--- src/rtl/mdu_unit.sv ---
// mdu_unit: multiply/divide unit for the execute stage; owns the HI/LO registers.
//   MULT/MULTU  : multi-cycle, busy for MUL_LATENCY cycles, {hi,lo} <= product
//   DIV/DIVU    : restoring divider, busy for WIDTH+1 cycles (only with MDU_DIV_EN)
//   MTHI/MTLO   : single-cycle write of srcaE into hi/lo
// Build option: define MDU_DIV_EN to include the divider. Without it, DIV/DIVU are
// rejected like the reserved codes (unsupported pulse, no state change).
// Ports:
//   clk, reset        rising-edge clock, synchronous active-high reset
//   startE, mdopE     issue strobe and op code (sampled only while idle)
//   srcaE, srcbE      rs / rt operands
//   busy              multi-cycle op in flight
//   done              one-cycle pulse after hi/lo written by a MULT/DIV
//   unsupported       one-cycle pulse for a rejected op code
//   hi, lo            HI/LO register contents
//
// state | meaning
// IDLE  | accepting ops; MTHI/MTLO complete here
// MUL   | multiply in flight, counting down the latency
// DIV   | one restoring quotient bit per cycle
// FIX   | sign correction and hi/lo write for divide
module mdu_unit #(
  parameter int WIDTH       = 32,
  parameter int MUL_LATENCY = 3
) (
  input  logic             clk,
  input  logic             reset,
  input  logic             startE,
  input  logic [2:0]       mdopE,
  input  logic [WIDTH-1:0] srcaE,
  input  logic [WIDTH-1:0] srcbE,
  output logic             busy,
  output logic             done,
  output logic             unsupported,
  output logic [WIDTH-1:0] hi,
  output logic [WIDTH-1:0] lo
);

  localparam int CNT_MAX = (MUL_LATENCY > WIDTH) ? MUL_LATENCY : WIDTH;
  localparam int CNT_W   = $clog2(CNT_MAX + 1);

`ifdef MDU_DIV_EN
  typedef enum logic [1:0] {S_IDLE, S_MUL, S_DIV, S_FIX} state_t;
`else
  typedef enum logic [1:0] {S_IDLE, S_MUL} state_t;
`endif

  state_t             state_q, state_d;
  logic [CNT_W-1:0]   cnt_q, cnt_d;
  // opa/opb hold the multiply operands, or dividend-shifting-into-quotient / divisor
  logic [WIDTH-1:0]   opa_q, opa_d, opb_q, opb_d;
  logic               msgn_q, msgn_d;
  logic [WIDTH-1:0]   hi_q, hi_d, lo_q, lo_d;
  logic               done_q, done_d, unsup_q, unsup_d;
  logic [2*WIDTH-1:0] ma_ext, mb_ext, prod;

  assign ma_ext = msgn_q ? {{WIDTH{opa_q[WIDTH-1]}}, opa_q} : {{WIDTH{1'b0}}, opa_q};
  assign mb_ext = msgn_q ? {{WIDTH{opb_q[WIDTH-1]}}, opb_q} : {{WIDTH{1'b0}}, opb_q};
  assign prod   = ma_ext * mb_ext;

`ifdef MDU_DIV_EN
  logic [WIDTH-1:0] rem_q, rem_d, araw_q, araw_d;
  logic             qneg_q, qneg_d, rneg_q, rneg_d, dzero_q, dzero_d;
  logic             neg_a, neg_b, ge;
  logic [WIDTH:0]   shifted, diff;

  assign neg_a   = ~mdopE[0] & srcaE[WIDTH-1];
  assign neg_b   = ~mdopE[0] & srcbE[WIDTH-1];
  assign shifted = {rem_q, opa_q[WIDTH-1]};
  // shifted < 2*divisor, so the difference always fits in WIDTH+1 signed bits
  // and its top bit is a clean borrow
  assign diff    = shifted - {1'b0, opb_q};
  assign ge      = ~diff[WIDTH];
`endif

  always_comb begin
    state_d = state_q;
    cnt_d   = cnt_q;
    opa_d   = opa_q;
    opb_d   = opb_q;
    msgn_d  = msgn_q;
    hi_d    = hi_q;
    lo_d    = lo_q;
    done_d  = 1'b0;
    unsup_d = 1'b0;
`ifdef MDU_DIV_EN
    rem_d   = rem_q;
    araw_d  = araw_q;
    qneg_d  = qneg_q;
    rneg_d  = rneg_q;
    dzero_d = dzero_q;
`endif
    case (state_q)
      S_IDLE: begin
        if (startE) begin
          case (mdopE)
            3'b000, 3'b001: begin
              state_d = S_MUL;
              opa_d   = srcaE;
              opb_d   = srcbE;
              msgn_d  = ~mdopE[0];
              cnt_d   = CNT_W'(MUL_LATENCY - 1);
            end
            3'b100: hi_d = srcaE;
            3'b101: lo_d = srcaE;
`ifdef MDU_DIV_EN
            3'b010, 3'b011: begin
              state_d = S_DIV;
              opa_d   = neg_a ? -srcaE : srcaE;
              opb_d   = neg_b ? -srcbE : srcbE;
              qneg_d  = neg_a ^ neg_b;
              rneg_d  = neg_a;
              dzero_d = (srcbE == '0);
              araw_d  = srcaE;
              rem_d   = '0;
              cnt_d   = CNT_W'(WIDTH - 1);
            end
`endif
            default: unsup_d = 1'b1;
          endcase
        end
      end
      S_MUL: begin
        if (cnt_q == '0) begin
          {hi_d, lo_d} = prod;
          done_d       = 1'b1;
          state_d      = S_IDLE;
        end else begin
          cnt_d = cnt_q - 1'b1;
        end
      end
`ifdef MDU_DIV_EN
      S_DIV: begin
        rem_d = ge ? diff[WIDTH-1:0] : shifted[WIDTH-1:0];
        opa_d = {opa_q[WIDTH-2:0], ge};
        if (cnt_q == '0) state_d = S_FIX;
        else             cnt_d   = cnt_q - 1'b1;
      end
      S_FIX: begin
        if (dzero_q) begin
          hi_d = araw_q;
          lo_d = '1;
        end else begin
          // -2^(W-1)/-1 yields magnitude 2^(W-1); negation wraps to itself
          lo_d = qneg_q ? -opa_q : opa_q;
          hi_d = rneg_q ? -rem_q : rem_q;
        end
        done_d  = 1'b1;
        state_d = S_IDLE;
      end
`endif
      default: state_d = S_IDLE;
    endcase
  end

  always_ff @(posedge clk) begin
    if (reset) begin
      state_q <= S_IDLE;
      cnt_q   <= '0;
      opa_q   <= '0;
      opb_q   <= '0;
      msgn_q  <= 1'b0;
      hi_q    <= '0;
      lo_q    <= '0;
      done_q  <= 1'b0;
      unsup_q <= 1'b0;
`ifdef MDU_DIV_EN
      rem_q   <= '0;
      araw_q  <= '0;
      qneg_q  <= 1'b0;
      rneg_q  <= 1'b0;
      dzero_q <= 1'b0;
`endif
    end else begin
      state_q <= state_d;
      cnt_q   <= cnt_d;
      opa_q   <= opa_d;
      opb_q   <= opb_d;
      msgn_q  <= msgn_d;
      hi_q    <= hi_d;
      lo_q    <= lo_d;
      done_q  <= done_d;
      unsup_q <= unsup_d;
`ifdef MDU_DIV_EN
      rem_q   <= rem_d;
      araw_q  <= araw_d;
      qneg_q  <= qneg_d;
      rneg_q  <= rneg_d;
      dzero_q <= dzero_d;
`endif
    end
  end

  assign busy        = (state_q != S_IDLE);
  assign done        = done_q;
  assign unsupported = unsup_q;
  assign hi          = hi_q;
  assign lo          = lo_q;

endmodule

--- config.mk ---
export PLATFORM = sky130hd
export DESIGN_NAME = mdu_unit
export DESIGN_NICKNAME = d
export VERILOG_FILES = /design/src/rtl/mdu_unit.sv
export SDC_FILE = /design/constraint.sdc
export NUM_CORES = 2
export LEC_CHECK = 0
export ABC_AREA = 1
export CAP_MARGIN = 5
export CORE_MARGIN = 5
export CORE_UTILIZATION = 30
export CTS_BUF_LIST = sky130_fd_sc_hd__clkbuf_16
export CTS_CLUSTER_DIAMETER = 80
export CTS_CLUSTER_SIZE = 20
export DETAILED_ROUTE_END_ITERATION = 10
export GPL_ROUTABILITY_DRIVEN = 0
export PLACE_DENSITY = 0.49
export SETUP_SLACK_MARGIN = 0.1
export SYNTH_ARGS = -nofsm -noshare
export SYNTH_HDL_FRONTEND = slang
export SYNTH_SLANG_ARGS = --single-unit
--- constraint.sdc ---
create_clock -name clk -period 9.1 [get_ports clk]
set_input_delay 1.82 -clock clk [delete_from_list [all_inputs] [get_ports clk]]
set_output_delay 1.82 -clock clk [all_outputs]
set_load 0.005 [all_outputs]
* After elaboration in Yosys (flattened, before gate mapping)
Index checks and enable logic that the tools add are counted.
** Operators by class
- Reduce and logical (&&, ||, !) cells :: 14
- Equality and inequality tests :: 10
- Add/sub/neg operators :: 1
- Multipliers :: 1
- Muxes and demuxes :: 20
- Bitwise operators :: 4
** Operators by type and width (count)
- 2-to-1 mux 32 bit :: 6
- 2-to-1 mux 64 bit :: 2
- one-hot mux 32 bit (2 select lines) :: 2
- multiplier 64 x 64 -> 64 bit :: 1
- 2-to-1 mux 6 bit :: 3
- one-hot mux 6 bit (2 select lines) :: 1
- AND reduction 4 bit :: 3
- == test 3 bit (second input constant) :: 2
- logical NOT 6 bit :: 1
- 2-to-1 mux 2 bit :: 3
- inequality test 2 x 1 -> 1 bit (second input constant) :: 3
- inequality test 2 bit (second input constant) :: 3
- AND reduction 3 bit :: 2
- subtractor 6 x 1 -> 6 bit (second input constant) :: 1
- NOT 1 bit :: 4
- one-hot mux 2 bit (2 select lines) :: 1
- nonzero test 2 bit :: 2
- OR reduction 2 bit :: 2
- OR reduction 4 bit :: 1
- == test 3 x 1 -> 1 bit (second input constant) :: 1
- logical NOT 3 bit :: 1
- OR reduction 3 bit :: 1
- == test 2 x 1 -> 1 bit (second input constant) :: 1
- logical NOT 2 bit :: 1
- 2-to-1 mux 1 bit :: 2
** Storage, ports and cells
- Output and inout bits :: 67
- Word-level logic and storage cells :: 59
- Register bits :: 139
- Bits of input ports :: 70

* Depth between registers and ports, before layout
- Depth after elaboration :: 5
- Mapped depth :: 42
- Mapped depth without buffers :: 40

* Worst setup path before layout
No wires, ideal clock.
- Path kind :: reg-to-reg
- From :: register opa_q[31]
- To :: register hi_q[31] (netlist: hi[31])
- Cell stages (with the launch flop) :: 35
- Data arrival time :: 8.598 ns
- Path slack :: 0.382 ns
- Library setup time :: 0.119 ns
- Path buffers :: 2
- Path through :: dfxtp_1 -> buf_2 -> nand2_1 -> clkinv_1 -> clkbuf_1 -> nand2_1 -> inv_1 -> fa_1 -> inv_1 -> fa_1 -> inv_1 -> fa_1 -> inv_1 -> fa_1 -> inv_1 -> fa_1 -> fa_1 -> fa_1 -> inv_1 -> fa_1 -> inv_1 -> fa_1 -> inv_1 -> fa_1 -> inv_1 -> ha_1 -> nand2_1 -> nor3_1 -> nand2_1 -> nor2_1 -> nand3_1 -> nand2_1 -> nand3_1 -> nand3_1 -> a21oi_1
** On the way
- Cells in the longest elaborated chain, start to end :: 4
** Ends and longest elaborated chain
- start, declared :: RTL line 50 : logic [WIDTH-1:0] opa_q, opa_d, opb_q, opb_d;
- start signal, assigned :: RTL line 176 : opa_q <= opa_d;
- 2-to-1 mux 64 bit :: RTL line 56 : assign ma_ext = msgn_q ? {{WIDTH{opa_q[WIDTH-1]}}, opa_q} : {{WIDTH{1'b0}}, opa_q};
- multiplier 64 x 64 -> 64 bit :: RTL line 58 : assign prod = ma_ext * mb_ext;
- 2-to-1 mux 32 bit :: RTL line 123 : if (cnt_q == '0) begin
- one-hot mux 32 bit (2 select lines) :: RTL line 92 : case (state_q)
- end signal, assigned :: RTL line 179 : hi_q <= hi_d;
- end, declared :: RTL line 52 : logic [WIDTH-1:0] hi_q, hi_d, lo_q, lo_d;
No other way between the ends. The select of a mux whose other input is x is not followed.
A chain may end at the register's enable or synchronous reset.

* Final worst setup path
- From :: register msgn_q
- To :: register hi_q[29] (netlist: hi[29])
** On the way
- Cells in the longest elaborated chain, start to end :: 4
** Ends and longest elaborated chain
- start, declared :: RTL line 51 : logic msgn_q, msgn_d;
- start signal, assigned :: RTL line 178 : msgn_q <= msgn_d;
- 2-to-1 mux 64 bit (on tied branches) :: RTL line 56, 57
- multiplier 64 x 64 -> 64 bit * :: RTL line 58
- 2-to-1 mux 32 bit * :: RTL line 123
- one-hot mux 32 bit (2 select lines) * :: RTL line 92
Every way passes the cells marked *; elsewhere a longest branch is shown, timed or not. The select of a mux whose other input is x is not followed.

==> out/metrics.csv <==
metric,value,unit
Routed WL per cell,21.5,µm
CTS buffer count,17,
drc violations,0,
Post-Route WL,204000,µm
Worst setup SP type,register,
multi-input logic area,42800,µm²
initial antenna violation count,7,
maximum clock rate,0.115,GHz
clock root cell,clkbuf_16,
# rows,157,
clock skew,0.0324,ns
Worst R2R Start,msgn_q,
CTS tree,yes,
global-route wire length before repair,310000,µm
I/O Buffers,136,
cts hold-fix bufs,0,
share of cells above drive strength 1,0.0592,
slew at the pin with the worst max-slew slack,1.06,ns
Worst Path Max Fanout,19,
post-layout utilization of the core,0.337,
register area share after synthesis,0.0501,
Detailed Routing Iterations Pass 1,8,
Int Power,0.00159,W
latest clock arrival within the worst-skew pair,0.54,ns
Critical-path top delay cell,fa_2,
Mapped Area,55200,µm²
FF-to-FF End,hi[29],
critical path class,register to register,
count of cell types in the netlist,47,
Flop pwr share,0.226,
Clock power frac,0.266,
worst slack after detailed placement,-0.178,ns
Sink Count,138,
aggregate global routing overflow,0,
Longest Clk Path Bufs,2,
Total GRT Usage,0.217,
pwr/cell area,48.8,nW/µm²
Tmin final,8.66,ns
largest stage delay on the critical path,0.61,ns
syn_nets,8664,
HP Class,register to register,
Starting Density,0.301,
"flops & latches, synth",138,
Critical Path Sink Type,register,
Sw Pwr,0.00142,W
Post-layout nets,8777,
Mapped Cells,6865,
status,finished clean,
Final period util,0.952,
arrival time worst endpoint,9.11,ns
Final Hold Fails,0,
DIE AREA,193000,µm²
DP Wirelength,171000,µm
CP Data Required Time,9.55,ns
Synth area leader,fa_1,
Via Count,43700,
synth top area cells,"fa_1, inv_1, nand2_1",
VDD IR max,0.102,mV
"Primary FF master, synth",dfxtp_1,
FF/Latch Area,2770,µm²
Clock transition at path regs,0.07,ns
Syn-to-layout area delta,11.9,%
Slew headroom,0.284,
switching share of power,0.473,
number of global-route vias before repair,47400,
Leakage Power,35.4,nW
Boundary Pins,137,
initial DRC count,3583,
max cap viols,0,
Hold Path End,cnt_q[0],
core footprint,183000,µm²
ANT nets after route,0,
reg2reg setup slack,0.44,ns
# fillers,19500,
most common cell in the netlist,inv_1,
r2r worst-path depth,33,
asr flop ratio synth,0,
Hold Path Depth,1,
setup repair bufs after CTS,0,
Post-synth EDFFs,0,
top cell type's share of synthesized area,0.515,
Via density,4.63,
Synth warnings,0,
Setup WS post-layout,0.437,ns
Chip Width,439,µm
min-delay src,cnt_q[0],
Final Hold Slack,0.462,ns
largest net degree at the start of global routing,67,
height of the die,439,µm
final setup violation count,0,
Avg Inst Size Synth,8.04,µm²
CTS H-tree lvls,4,
Post-synth top cells,"inv_1, fa_1, nand2_1",
RSZ-0062 raised after global routing,yes,
Pins Over Slew Limit,0,
combinational share of power,0.507,
[flip-flops by register name (all words and copies together) (netlist names)]
| signal | cells |
|---|---|
| hi | 32 |
| lo | 32 |
| opa_q | 32 |
| opb_q | 32 |
| cnt_q | 6 |
| done | 1 |
| msgn_q | 1 |
| state_q | 1 |
| unsupported | 1 |
[worst max path at each step]
stage,start,to,slack [ns],cells past startpoint
floorplan,opa_q[31],hi[31],0.38,34
global placement,opb_q[12],hi[24],-0.11,28
detailed placement,msgn_q,hi[24],-0.18,30
CTS,msgn_q,hi[24],0.11,30
global route,msgn_q,hi[27],0.08,29
finish,msgn_q,hi[29],0.44,33
[area by class of cell]
type,count,share of cell area
repair buffers,408,0.0632
inverters,2293,0.140
flip-flops and latches,138,0.0448
clock inverters,14,0.00264
clock buffers,17,0.00689
diodes,2,0.0000811
multi-input cells,4120,0.693
well taps,2464,0.0499
[metal layers]
metal / vias up / global-route usage / part of all wire
li1: 19300 / - / -
met1: 22600 / 0.301 / 0.43
met2: 1597 / 0.353 / 0.46
met3: 264 / 0.0270 / 0.068
met4: 2 / 0.0720 / 0.040
met5: - / 0 / 0.000034
[worst max-delay path: cells and delay by family, from the launching register on]
| kind | cells | cell delay, ns |
|---|---|---|
| adders and majority gates | 11 | 5.46 |
| and+or+nand+nor | 6 | 0.60 |
| AOI/OAI and AO/OA | 4 | 1.03 |
| buffers and inverters | 12 | 1.14 |
| DFF | 1 | 0.33 |
[cells in the final DEF (no fill, tap or decap), types with 5 or more instances in the layout]
cell             Yosys  routed
fa_1              1419    1414
inv_2                6       9
o21ai_2              5       6
nand3b_1            12      12
nor3_1              14      10
o21ai_0            202     199
or2_2               26      26
ha_1               310     306
o21bai_1             8       8
a21oi_2              2      11
clkdlybuf4s50_1      0     136
o21a_1               5       5
dfxtp_1            138     134
nand4_1             17      17
xor2_1              18      18
nand2_2              5       6
nor2_1             294     286
a31oi_1             28      28
nor2_2               4      12
clkbuf_16            0      17
nand3_2              3       7
buf_12               0      39
nand2_1           1375    1373
o21ai_1              7       9
buf_4                2     231
fa_2                 0       5
nand3_1            105     101
inv_1             2286    2280
a21o_1               8       8
a21oi_1            214     204
nor3_2               2       5
xnor2_1             11      11
[kinds of logic (layout without fill, tap and decap cells)]
kind of cell	Yosys count	after routing	synth area share
xor+xnor	29	29	0.00460
other cells	0	2	0
buf+inv	2607	2732	0.178
fa+ha+maj	1729	1729	0.585
flops	138	138	0.0501
simple gates	1866	1866	0.134
compound gates	496	496	0.0486
[power groups by stage]
stage / logic [W] / registers [W] / clock network (W)
CTS: 0.00152 / 0.000682 / 0.000824
floorplan: 0.000807 / 0.000671 / 0
global route: 0.00167 / 0.000685 / 0.000832
finish: 0.00153 / 0.000681 / 0.000802
global placement: 0.00150 / 0.000696 / 0
detailed placement: 0.00150 / 0.000695 / 0
[through the flow]
stage	total power, W	instance area (µm²)	instances	setup TNS (ns)
2_1_floorplan	0.00148	55200	6865	0
3_3_place_gp	0.00220	61000	9423	-0.107
3_5_place_dp	0.00219	61000	9423	-0.178
4_1_cts	0.00303	61600	9454	0
5_1_grt	0.00319	61700	9454	0
6_report	0.00301	61700	9456	0
[timing repair]
item	4_1_cts	5_1_grt
gates cloned	0	0
endpoints found under the setup margin	1	16
resized for setup	4	47
Note: power is estimated with default switching activity, not from simulation.
